**src/rtl/ldpc_pkg.sv**
```systemverilog
// Shared LDPC datapath types: LLR width and limits, variable-node FSM states,
// and the symmetric saturation used on every LLR input and arithmetic result.
package ldpc_pkg;

  localparam int LLR_W = 32;
  localparam logic signed [LLR_W-1:0] LLR_MAX = {1'b0, {(LLR_W-1){1'b1}}};
  localparam logic signed [LLR_W-1:0] LLR_MIN = -LLR_MAX;

  typedef enum logic [1:0] {IDLE, COLLECT, SUM, EMIT} vnu_state_e;

  // Saturates a sign-extended (LLR_W+2)-bit value to +/-LLR_MAX; this also maps -2^(LLR_W-1) to LLR_MIN.
  function automatic logic signed [LLR_W-1:0] llr_sat(input logic signed [LLR_W+1:0] x);
    logic signed [LLR_W+1:0] max_x;
    logic signed [LLR_W+1:0] min_x;
    max_x = {3'b000, {(LLR_W-1){1'b1}}};
    min_x = -max_x;
    if (x > max_x) return LLR_MAX;
    if (x < min_x) return LLR_MIN;
    return x[LLR_W-1:0];
  endfunction

endpackage

```
**src/rtl/llr_sat_addsub.sv**
```systemverilog
// Combinational saturating add (sub=0) or subtract (sub=1) of two signed LLRs.
// Zero latency; no flow control.
module llr_sat_addsub
  import ldpc_pkg::*;
#(
  parameter int W = LLR_W
) (
  input  logic [W-1:0] a,
  input  logic [W-1:0] b,
  input  logic         sub,
  output logic [W-1:0] y
);

  logic signed [W+1:0] a_x;
  logic signed [W+1:0] b_x;
  logic signed [W+1:0] s_x;

  always_comb begin
    a_x = {{2{a[W-1]}}, a};
    b_x = {{2{b[W-1]}}, b};
    s_x = sub ? (a_x - b_x) : (a_x + b_x);
    y   = llr_sat(s_x);
  end

endmodule

```
**src/rtl/vnu_serial.sv**
```systemverilog
// Serial variable node: channel LLR + DV R messages in, posterior/hard bit and DV extrinsic Q out.
// First Q two edges after last R; inputs ready only in their phase; Q held stable until q_ready.
module vnu_serial
  import ldpc_pkg::*;
#(
  parameter int W  = LLR_W,
  parameter int DV = 3,
  parameter int IW = $clog2(DV)
) (
  input  logic          clk,
  input  logic          rst,
  input  logic          ch_valid,
  output logic          ch_ready,
  input  logic [W-1:0]  ch_llr,
  input  logic          r_valid,
  output logic          r_ready,
  input  logic [W-1:0]  r_msg,
  output logic          q_valid,
  input  logic          q_ready,
  output logic [W-1:0]  q_msg,
  output logic [IW-1:0] q_idx,
  output logic          q_last,
  output logic [W-1:0]  post_llr,
  output logic          hard_bit
);

  localparam logic [IW-1:0] LAST = IW'(DV - 1);

  vnu_state_e    state_q, state_d;
  logic [IW-1:0] cnt_q, cnt_d;
  logic [W-1:0]  acc_q, acc_d;
  logic [W-1:0]  rmem_q [DV];
  logic [W-1:0]  rmem_d [DV];
  logic [W-1:0]  post_q, post_d;
  logic          hard_q, hard_d;
  logic [W-1:0]  qmsg_q, qmsg_d;
  logic [IW-1:0] qidx_q, qidx_d;
  logic          qlast_q, qlast_d;

  logic [W-1:0]  ch_clamp, r_clamp, acc_sum, ext_a, ext_b, ext_y;
  logic [IW-1:0] nxt_idx;

  assign ch_clamp = llr_sat({{2{ch_llr[W-1]}}, ch_llr});
  assign r_clamp  = llr_sat({{2{r_msg[W-1]}}, r_msg});
  assign nxt_idx  = (cnt_q == LAST) ? '0 : cnt_q + IW'(1);

  // SUM forms Q0 from the fresh accumulator; EMIT walks the stored R values against the held posterior.
  assign ext_a = (state_q == SUM) ? acc_q : post_q;
  assign ext_b = (state_q == SUM) ? rmem_q[0] : rmem_q[nxt_idx];

  llr_sat_addsub #(.W(W)) u_acc (.a(acc_q), .b(r_clamp), .sub(1'b0), .y(acc_sum));
  llr_sat_addsub #(.W(W)) u_ext (.a(ext_a), .b(ext_b), .sub(1'b1), .y(ext_y));

  always_ff @(posedge clk or posedge rst) begin
    if (rst) begin
      state_q <= IDLE;
      cnt_q   <= '0;
      acc_q   <= '0;
      rmem_q  <= '{default: '0};
      post_q  <= '0;
      hard_q  <= 1'b0;
      qmsg_q  <= '0;
      qidx_q  <= '0;
      qlast_q <= 1'b0;
    end else begin
      state_q <= state_d;
      cnt_q   <= cnt_d;
      acc_q   <= acc_d;
      rmem_q  <= rmem_d;
      post_q  <= post_d;
      hard_q  <= hard_d;
      qmsg_q  <= qmsg_d;
      qidx_q  <= qidx_d;
      qlast_q <= qlast_d;
    end
  end

  always_comb begin
    state_d = state_q;
    case (state_q)
      IDLE:    if (ch_valid) state_d = COLLECT;
      COLLECT: if (r_valid && cnt_q == LAST) state_d = SUM;
      SUM:     state_d = EMIT;
      EMIT:    if (q_ready && qlast_q) state_d = IDLE;
      default: state_d = IDLE;
    endcase
  end

  always_comb begin
    cnt_d   = cnt_q;
    acc_d   = acc_q;
    rmem_d  = rmem_q;
    post_d  = post_q;
    hard_d  = hard_q;
    qmsg_d  = qmsg_q;
    qidx_d  = qidx_q;
    qlast_d = qlast_q;
    case (state_q)
      IDLE: begin
        if (ch_valid) begin
          acc_d = ch_clamp;
          cnt_d = '0;
        end
      end
      COLLECT: begin
        if (r_valid) begin
          rmem_d[cnt_q] = r_clamp;
          acc_d         = acc_sum;
          cnt_d         = cnt_q + IW'(1);
        end
      end
      SUM: begin
        post_d  = acc_q;
        hard_d  = acc_q[W-1];
        qmsg_d  = ext_y;
        qidx_d  = '0;
        qlast_d = (LAST == '0);
        cnt_d   = '0;
      end
      EMIT: begin
        if (q_ready && !qlast_q) begin
          cnt_d   = nxt_idx;
          qmsg_d  = ext_y;
          qidx_d  = nxt_idx;
          qlast_d = (nxt_idx == LAST);
        end
      end
      default: ;
    endcase
  end

  always_comb begin
    ch_ready = !rst && (state_q == IDLE);
    r_ready  = !rst && (state_q == COLLECT);
    q_valid  = (state_q == EMIT);
    q_msg    = qmsg_q;
    q_idx    = qidx_q;
    q_last   = qlast_q;
    post_llr = post_q;
    hard_bit = hard_q;
  end

endmodule

```
**config.mk**
```make
export PLATFORM = sky130hd
export DESIGN_NAME = vnu_serial
export DESIGN_NICKNAME = d
export VERILOG_FILES = /design/src/rtl/ldpc_pkg.sv /design/src/rtl/llr_sat_addsub.sv /design/src/rtl/vnu_serial.sv
export SDC_FILE = /design/constraint.sdc
export NUM_CORES = 1
export LEC_CHECK = 0
export ABC_AREA = 1
export CAP_MARGIN = 20
export CORE_ASPECT_RATIO = 1.75
export CORE_MARGIN = 3
export CORE_UTILIZATION = 61
export CTS_BUF_LIST = sky130_fd_sc_hd__clkbuf_8
export DETAILED_ROUTE_END_ITERATION = 7
export GPL_ROUTABILITY_DRIVEN = 0
export GPL_TIMING_DRIVEN = 0
export PLACE_DENSITY = 0.91
export REMOVE_ABC_BUFFERS = 1
export SLEW_MARGIN = 15
export SYNTH_ARGS = -nofsm -noshare
export SYNTH_HDL_FRONTEND = slang
export SYNTH_HIERARCHICAL = 1
export SYNTH_SLANG_ARGS = --single-unit
```
**constraint.sdc**
```tcl
create_clock -name clk -period 7.3 [get_ports clk]
set_input_delay 0.73 -clock clk [delete_from_list [all_inputs] [get_ports clk]]
set_output_delay 0.73 -clock clk [all_outputs]
set_load 0.1 [all_outputs]
```
Word-level counts from Yosys, hierarchy flattened
Index checks and enable logic that the tools add are counted.
{"block": "classes", "add_sub_neg": 3, "order_cmp": 11, "n_eq_ne": 10, "mux": 53, "bitwise_logic": 2, "reduce_logical": 16}
{"op": "32-bit two-way mux", "n": 24}
{"op": "32-bit one-hot mux with 2 select lines", "n": 2}
{"op": "96-bit bitwise mux", "n": 1}
{"op": "34-bit by 32-bit > comparator with 1-bit output (second input constant)", "n": 2}
{"op": "34-bit by 32-bit < comparator with 1-bit output (second input constant)", "n": 2}
{"op": "32-bit binary-select mux with 2-bit select", "n": 1}
{"op": "32-bit demux with 2-bit select", "n": 1}
{"op": "32-bit > comparator (second input constant)", "n": 2}
{"op": "32-bit < comparator (second input constant)", "n": 2}
{"op": "32-bit by 32-bit adder with 33-bit output", "n": 1}
{"op": "32-bit by 32-bit subtractor with 33-bit output", "n": 1}
{"op": "2-bit one-hot mux with 4 select lines", "n": 2}
{"op": "2-bit two-way mux", "n": 7}
{"op": "1-bit two-way mux", "n": 13}
{"op": "3-bit AND reduction", "n": 3}
{"op": "2-bit == test (second input constant)", "n": 4}
{"op": "3-bit >= comparator (second input constant)", "n": 2}
{"op": "1-bit logical AND", "n": 6}
{"op": "2-bit inequality test (second input constant)", "n": 3}
{"op": "2-bit NOT with 3-bit output", "n": 2}
{"op": "2-bit by 1-bit inequality test with 1-bit output (second input constant)", "n": 2}
{"op": "2-bit one-hot mux with 2 select lines", "n": 1}
{"op": "2-bit AND reduction", "n": 2}
{"op": "2-bit nonzero test", "n": 2}
{"op": "6 further kinds", "n": 7}
{"block": "word_totals", "regBits": 200, "out_inout_bits": 71, "word_cells": 106}

Logic depth before layout (Yosys ltp)
Gate-level depths: netlist (run 1).
{"block": "depth", "ltp_word": 15, "depth_mapped": 44}

Hierarchy
The synthesis (run 1) kept the hierarchy.
{"module": "vnu_serial", "n_inst": 1, "cells_per_inst": 1230, "area_each_um2": 9310.2, "seq_area_each_um2": 4979.8}
{"module": "llr_sat_addsub (u_acc)", "n_inst": 1, "cells_per_inst": 793, "area_each_um2": 3788.6, "seq_area_each_um2": 0.0}
{"module": "llr_sat_addsub (u_ext)", "n_inst": 1, "cells_per_inst": 764, "area_each_um2": 3702.3, "seq_area_each_um2": 0.0}

Worst setup path before layout (run 1)
OpenSTA, ideal clock, no wires.
{"block": "synth_timing", "path_kind": "input to register", "startpoint": "input r_msg[3]", "endpoint": "register acc_q[16]", "arrival_ns": 4.864, "required_ns": 7.174, "path_slack_ns": 2.310, "cell_stages": 42, "n_path_buf": 1, "cell_sequence": "nor2_1 nand2_1 nor2_1 nand2_1 o21ai_0 ha_1 or2_2 inv_1 ha_1 nand3_1 nor3_2 nand3_1 nor3_1 nand2_1 nand2_1 o21a_1 xor2_1 inv_1 (+6 left out) nand2_1 a21oi_1 nand2_1 nand2_1 nand2_1 nor2_1 nand2_1 nor2_1 nand2_1 nand2_1 nand2_2 buf_6 nand2_1 nand2_1 nand2_1 nand2_1 nand2_1 o21ai_0"}
{"block": "synth_via", "elab_chain_len": 13}
{"item": "start, declared", "line": "vnu_serial.sv:17", "source": "input logic [W-1:0] r_msg,"}
{"item": "32-bit < comparator", "line": "ldpc_pkg.sv:18", "source": "if (x < min_x) return LLR_MIN;"}
{"item": "1-bit two-way mux (2 in series)", "line": "ldpc_pkg.sv:18"}
{"item": "32-bit two-way mux", "line": "ldpc_pkg.sv:19", "source": "return x[LLR_W-1:0];"}
{"item": "32-bit two-way mux *", "line": "ldpc_pkg.sv:18"}
{"item": "via r_clamp[0]", "line": "vnu_serial.sv:40", "source": "logic [W-1:0] ch_clamp, r_clamp, acc_sum, ext_a, ext_b, ext_y;"}
{"item": "32-bit by 32-bit adder with 33-bit output *", "line": "llr_sat_addsub.sv:21", "source": "s_x = sub ? (a_x - b_x) : (a_x + b_x);"}
{"item": "34-bit by 32-bit < comparator with 1-bit output", "line": "ldpc_pkg.sv:18"}
{"item": "1-bit two-way mux (2 in series)", "line": "ldpc_pkg.sv:18"}
{"item": "32-bit two-way mux", "line": "ldpc_pkg.sv:19"}
{"item": "32-bit two-way mux *", "line": "ldpc_pkg.sv:18"}
{"item": "via acc_sum[16]", "line": "vnu_serial.sv:40"}
{"item": "32-bit two-way mux *", "line": "vnu_serial.sv:106", "source": "if (r_valid) begin"}
{"item": "32-bit one-hot mux with 2 select lines *", "line": "vnu_serial.sv:98", "source": "case (state_q)"}
{"item": "end signal, assigned", "line": "vnu_serial.sv:58", "source": "acc_q <= '0;"}
{"item": "end signal, assigned", "line": "vnu_serial.sv:68", "source": "acc_q <= acc_d;"}
{"item": "end, declared", "line": "vnu_serial.sv:31", "source": "logic [W-1:0] acc_q, acc_d;"}
The timed path passes the listed nets; every way through them passes the cells marked *. The select of a mux whose other input is x is not followed.
A chain may end at the register's enable or synchronous reset.

Worst setup path after layout (run 1)
{"block": "layout_timing", "startpoint": "input r_msg[29]", "endpoint": "register acc_q[17]"}
The elaborated chain is that of the path after synthesis.

==> metrics, run 1 <==
status complete, no violations; DIE AREA 29600 sq um; TritonCTS Buffers 17; top_reg_cell synth dfrtp_1; Max-slew headroom 0.316; DR vias/cell 5.63; antenna violations before repair 0; Slew @ Worst Pin 1.02 ns; Starting Density 0.625; Max Clock Freq 143 MHz; Final ANT Viol Nets 0; Clock Skews 0.0141 ns; CP required 7.74 ns; register area 4980 sq um; reg-to-reg startpoint cnt_q[0]$_DFFE_PP0P_; routed length per instance 16.0 um; CP max FO 31; Synth async-reset ratio 1.00; FF-to-FF path depth 27; post-DP HPWL 39.8 mm; Hold Path Origin rmem_q[7]$_DFFE_PP0P_; crit path time final 6.99 ns; TritonCTS clock tree built; sequential-to-total area share from yosys stat 0.296; Final nets 3015; Critical-path top delay cell clkdlybuf4s50_1; met1 Usage GRT 0.368; Initial DRC Count 1854; area of the multi-input gates 9940 sq um; end-of-flow core utilization 0.702; Hold Path Sink rmem_q[7]$_DFFE_PP0P_; Setup Buffers After CTS 0; Most Used Layer, Global Route met2; Clock Sinks 199; number of synthesized flops with an enable pin 0; Yosys cell types 46; CTS clock-pin slew for the worst setup and hold paths 0.11 ns; met2 GRT Util 0.575; Cells after Synth 2787; critical path class in -> reg; pins over their slew limit 0; Post-Syn Area per Cell 6.03 sq um; DRT Pass-1 Iters 7; reg2reg setup slack 1.64 ns; Ys Warns 6; core footprint 26900 sq um; CP peak stage delay 0.55 ns; Total GRT Usage 0.342; clk buf depth 2; final cycle utilization of the critical path 0.958; Critical Path Start r_msg[29]; Cell Area, Synth 16800 sq um; largest net degree at the start of global routing 106; RSZ-0062 raised after global routing no; total gr overflow 0; chip width 131 um; hold path cells 2; first-pass GRT wire length 81.7 mm; Worst EP arrival 7.43 ns; Critical R2R Capture q_msg[23]$_DFFE_PP0P_; post-route setup slack 0.305 ns; met3 Usage GRT 0.0536; I/O Pins 140; share of cells above drive strength 1 0.0372; final-report hold violation count 0; Area growth, synth to finish 12.4%; Startpoint Class input pin; DRC 0; Hold Crit Class reg -> reg; # rows 79; Clock Latency Late Sink 0.52 ns; number of global-route vias before repair 17000; Post-Place Worst Slack -0.690 ns; vias 18300; most frequent cells in the layout nand2_1 (1161), inv_1 (392), nor2_1 (290); Clock Root Buffer clkbuf_8; CP most frequent cell nand2_1; depth of the CTS H-tree 4; Crit. End Element register; Buffers on Ports 139; Total Routed Length 51.9 mm; flip-flop and latch count after synthesis 199; final setup fails 0; Max Cap Viol 0; Die Ht 226 um; filler instances 2299; commonest non-fill, non-tap cell in the layout nand2_1
## per-stage QoR
stage	TNS (ns)	hold slack, ns	cell area [sq um]	instances
after CTS	0	0.484	18800	3241
final	0	0.482	18900	3245
after detailed placement	-18.62	0.459	18400	3209
after global placement	-251.64	0.454	18200	3204
after global routing	0	0.497	18900	3244
after floorplan	0	0.442	16400	2701
## flip-flops by register name, summed over array words and instances, names as in the netlist
| register | cells |
|---|---|
| q_msg | 32 |
| rmem_q | 96 |
| state_q | 2 |
| post_llr | 32 |
| q_idx | 2 |
| acc_q | 32 |
| hard_bit | 1 |
| cnt_q | 2 |
## cell usage after synthesis (all sizes together) (5+ instances only)
master / number / area share
ha: 77 / 0.057
clkbuf: 44 / 0.010
o21bai: 8 / 0.0036
xor2: 49 / 0.026
nor4: 5 / 0.0019
a31oi: 38 / 0.014
inv: 404 / 0.090
nand4: 22 / 0.0082
o21ai: 63 / 0.019
nand3: 171 / 0.052
a21oi: 88 / 0.028
nand3b: 14 / 0.0063
or2: 7 / 0.0026
dfrtp: 199 / 0.30
nor2: 302 / 0.069
xnor2: 26 / 0.014
nand2: 1181 / 0.27
buf: 42 / 0.016
nor3: 27 / 0.0092
## timing repair
item	in CTS	in global routing
setup endpoints to repair	31	31
resized for setup	1	7
pin swaps	0	0
hold buffers	0	0
## cells by family after synthesis
group           Yosys count  share of synthesized area
simple gates           1736                      0.420
buf+inv                 491                      0.116
compound gates          205                     0.0681
flops                   199                      0.296
fa+ha+maj                79                     0.0597
xor+xnor                 75                     0.0395
other cells               2                   0.000447
## critical path, delay by kind of cell
family	cells	cell delay, ns
AO/OA/AOI/OAI	6	1.00
XOR/XNOR	2	0.61
adder cells (fa/ha/maj)	3	0.85
buffers and inverters	3	0.78
AND/OR/NAND/NOR	22	3.44
## area by class of cell
type / instances / area share
Multi-Input combinational cell: 2097 / 0.526
Sequential cell: 199 / 0.264
Inverter: 405 / 0.0809
Antenna cell: 1 / 0.000133
Clock inverter: 15 / 0.0101
Clock buffer: 17 / 0.0124
Timing Repair Buffer: 147 / 0.0825
Tap cell: 364 / 0.0241
## worst max path at each step
| stage | to | slack [ns] | cells past startpoint |
|---|---|---|---|
| floorplan | acc_q[0]$_DFFE_PP0P_ | 1.14 | 1 |
| global placement | post_llr[28]$_DFF_PP0_ | -1.22 | 2 |
| detailed placement | acc_q[17]$_DFFE_PP0P_ | -0.69 | 34 |
| CTS | acc_q[19]$_DFFE_PP0P_ | 0.15 | 34 |
| global route | acc_q[17]$_DFFE_PP0P_ | 0.06 | 38 |
| finish | acc_q[17]$_DFFE_PP0P_ | 0.31 | 36 |
## per-layer routing
layer	vias up	part of all wire
met5	-	0
met4	0	0.11
met2	1008	0.46
met3	279	0.076
li1	8707	-
met1	8261	0.36
Power of run 1 is left out: the tool's default activity adds up to more than one toggle a clock period on the data nets, which glitch-free logic cannot reach.
==> run 2, diff against run 1 <==
- CORE_ASPECT_RATIO: 1.75 -> 1.4
- SETUP_SLACK_MARGIN: not set -> 0.2
==> metrics, run 2 (synthesized netlist as in run 1, its figures left out) <==
final-report hold violation count 0 (unchanged); Initial DRC Count 2340 (+26%); Final nets 3016 (+0.033%); Total Routed Length 53.1 mm (+2.4%); Critical-path top delay cell clkdlybuf4s50_1; Startpoint Class input pin; CP max FO 31 (unchanged); DRC 4 (+4); routed length per instance 16.4 um (+2.4%); DIE AREA 29600 sq um (-0.17%); TritonCTS clock tree built; DRT Pass-1 Iters 8 (+1); pins over their slew limit 0 (unchanged); filler instances 2268 (-1.3%); Die Ht 202 um (-10%); clk buf depth 2 (unchanged); Starting Density 0.622 (-0.00278); chip width 146 um (+11%); status finished, violations left; failing checks design-rule violations; CP required 7.71 ns (-0.03 ns); Clock Root Buffer clkbuf_8; crit path time final 6.50 ns (-0.499 ns); TritonCTS Buffers 17 (unchanged); CTS clock-pin slew for the worst setup and hold paths 0.12 ns (about the same); critical path class in -> reg; CP peak stage delay 0.43 ns (-0.12 ns); Max Cap Viol 0 (unchanged); max FFs per register 96 (unchanged); number of global-route vias before repair 17100 (+0.97%); total gr overflow 0 (unchanged); Area growth, synth to finish 12.3% (about the same); CP most frequent cell nand2_1; cell total after placement 3211 (+0.062%); non-filler instance count after layout 3246 (+0.031%); Slew @ Worst Pin 1.04 ns (+0.0140 ns); reg2reg setup slack 1.30 ns (-0.34 ns); antenna violations before repair 1 (+1); I/O Pins 140 (unchanged); Hold Crit Class reg -> reg; Crit. End Element register; most frequent cells in the layout nand2_1 (1161), inv_1 (393), nor2_1 (291); # rows 71 (-10%); RSZ-0062 raised after global routing no; depth of the CTS H-tree 4 (unchanged); core footprint 27000 sq um (+0.45%); commonest non-fill, non-tap cell in the layout nand2_1; Clock Latency Late Sink 0.51 ns (about the same); final setup fails 0 (unchanged); first-pass GRT wire length 84.7 mm (+3.7%); Total GRT Usage 0.354 (+0.0117); share of cells above drive strength 1 0.0368 (-0.000360); largest net degree at the start of global routing 120 (+13%); Buffers on Ports 139 (unchanged); Max Clock Freq 154 MHz (+7.7%); Clock Skews 0.0231 ns (+0.00895 ns); diode count 0 (-1); Biggest register rmem_q; final cycle utilization of the critical path 0.890 (-0.0684); Setup Buffers After CTS 0 (unchanged); Max-slew headroom 0.307 (-0.00890); post-DP HPWL 40.4 mm (+1.5%); vias 18500 (+1.3%); DR vias/cell 5.70 (+1.3%); Final ANT Viol Nets 0 (unchanged); Worst EP arrival 6.91 ns (-0.52 ns); Clock Sinks 199 (unchanged)
-- run 2: path summary, 6_finish.rpt --
| kind | from | end | cells after the start |
|---|---|---|---|
| min | rmem_q[25]$_DFFE_PP0P_ | rmem_q[25]$_DFFE_PP0P_ | 2 |
| max in group asynchronous | rst | rmem_q[61]$_DFFE_PP0P_ | 3 |
| min in group asynchronous | rst | post_llr[5]$_DFF_PP0_ | 2 |
| max reg2reg | cnt_q[0]$_DFFE_PP0P_ | q_msg[0]$_DFFE_PP0P_ | 23 |
| min reg2reg | rmem_q[25]$_DFFE_PP0P_ | rmem_q[25]$_DFFE_PP0P_ | 2 |
| max | r_msg[9] | acc_q[6]$_DFFE_PP0P_ | 41 |
-- run 2: repair_timing --
action | in CTS | in global routing
hold buffers | 0 | 0
setup endpoints to repair | 0 | 31
gates resized for setup | 0 | 5
-- run 2: worst max-delay path, delay by kind of cell --
kind / cells / cell delay (ns)
buffers and inverters: 3 / 0.61
AO/OA/AOI/OAI: 4 / 0.76
XOR/XNOR: 1 / 0.37
adder cells (fa/ha/maj): 2 / 0.68
AND/OR/NAND/NOR: 31 / 3.74
-- run 2: stage by stage --
stage	instance area, sq um	util	hold slack [ns]	setup TNS, ns	setup slack [ns]
after floorplan	16400	-	0.442	0	1.14
after global placement	18200	0.675	0.454	-237.94	-1.21
after detailed placement	18400	0.680	0.459	0	0.0855
after CTS	18800	0.696	0.485	0	0.556
after global routing	18900	0.699	0.502	0	0.254
final	18900	0.699	0.485	0	0.804
-- run 2: layer usage --
layer,wire [um],track usage,vias to the layer above,share of wire
li1,-,-,8700,-
met5,14,0,-,0.00026
met1,19300,0.420,8268,0.36
met2,23800,0.563,1198,0.45
met3,5080,0.0713,323,0.096
met4,4910,0.269,2,0.092
-- run 2: cell type report --
class | instances | area, sq um | share of cell area
flip-flops and latches | 199 | 4980 | 0.264
repair buffers | 148 | 1580 | 0.0837
inverters | 405 | 1530 | 0.0810
multi-input cells | 2097 | 9910 | 0.525
clock buffers | 18 | 248 | 0.0131
clock inverters | 14 | 170 | 0.00902
well taps | 365 | 457 | 0.0242
Power of run 2 is left out for the same reason.
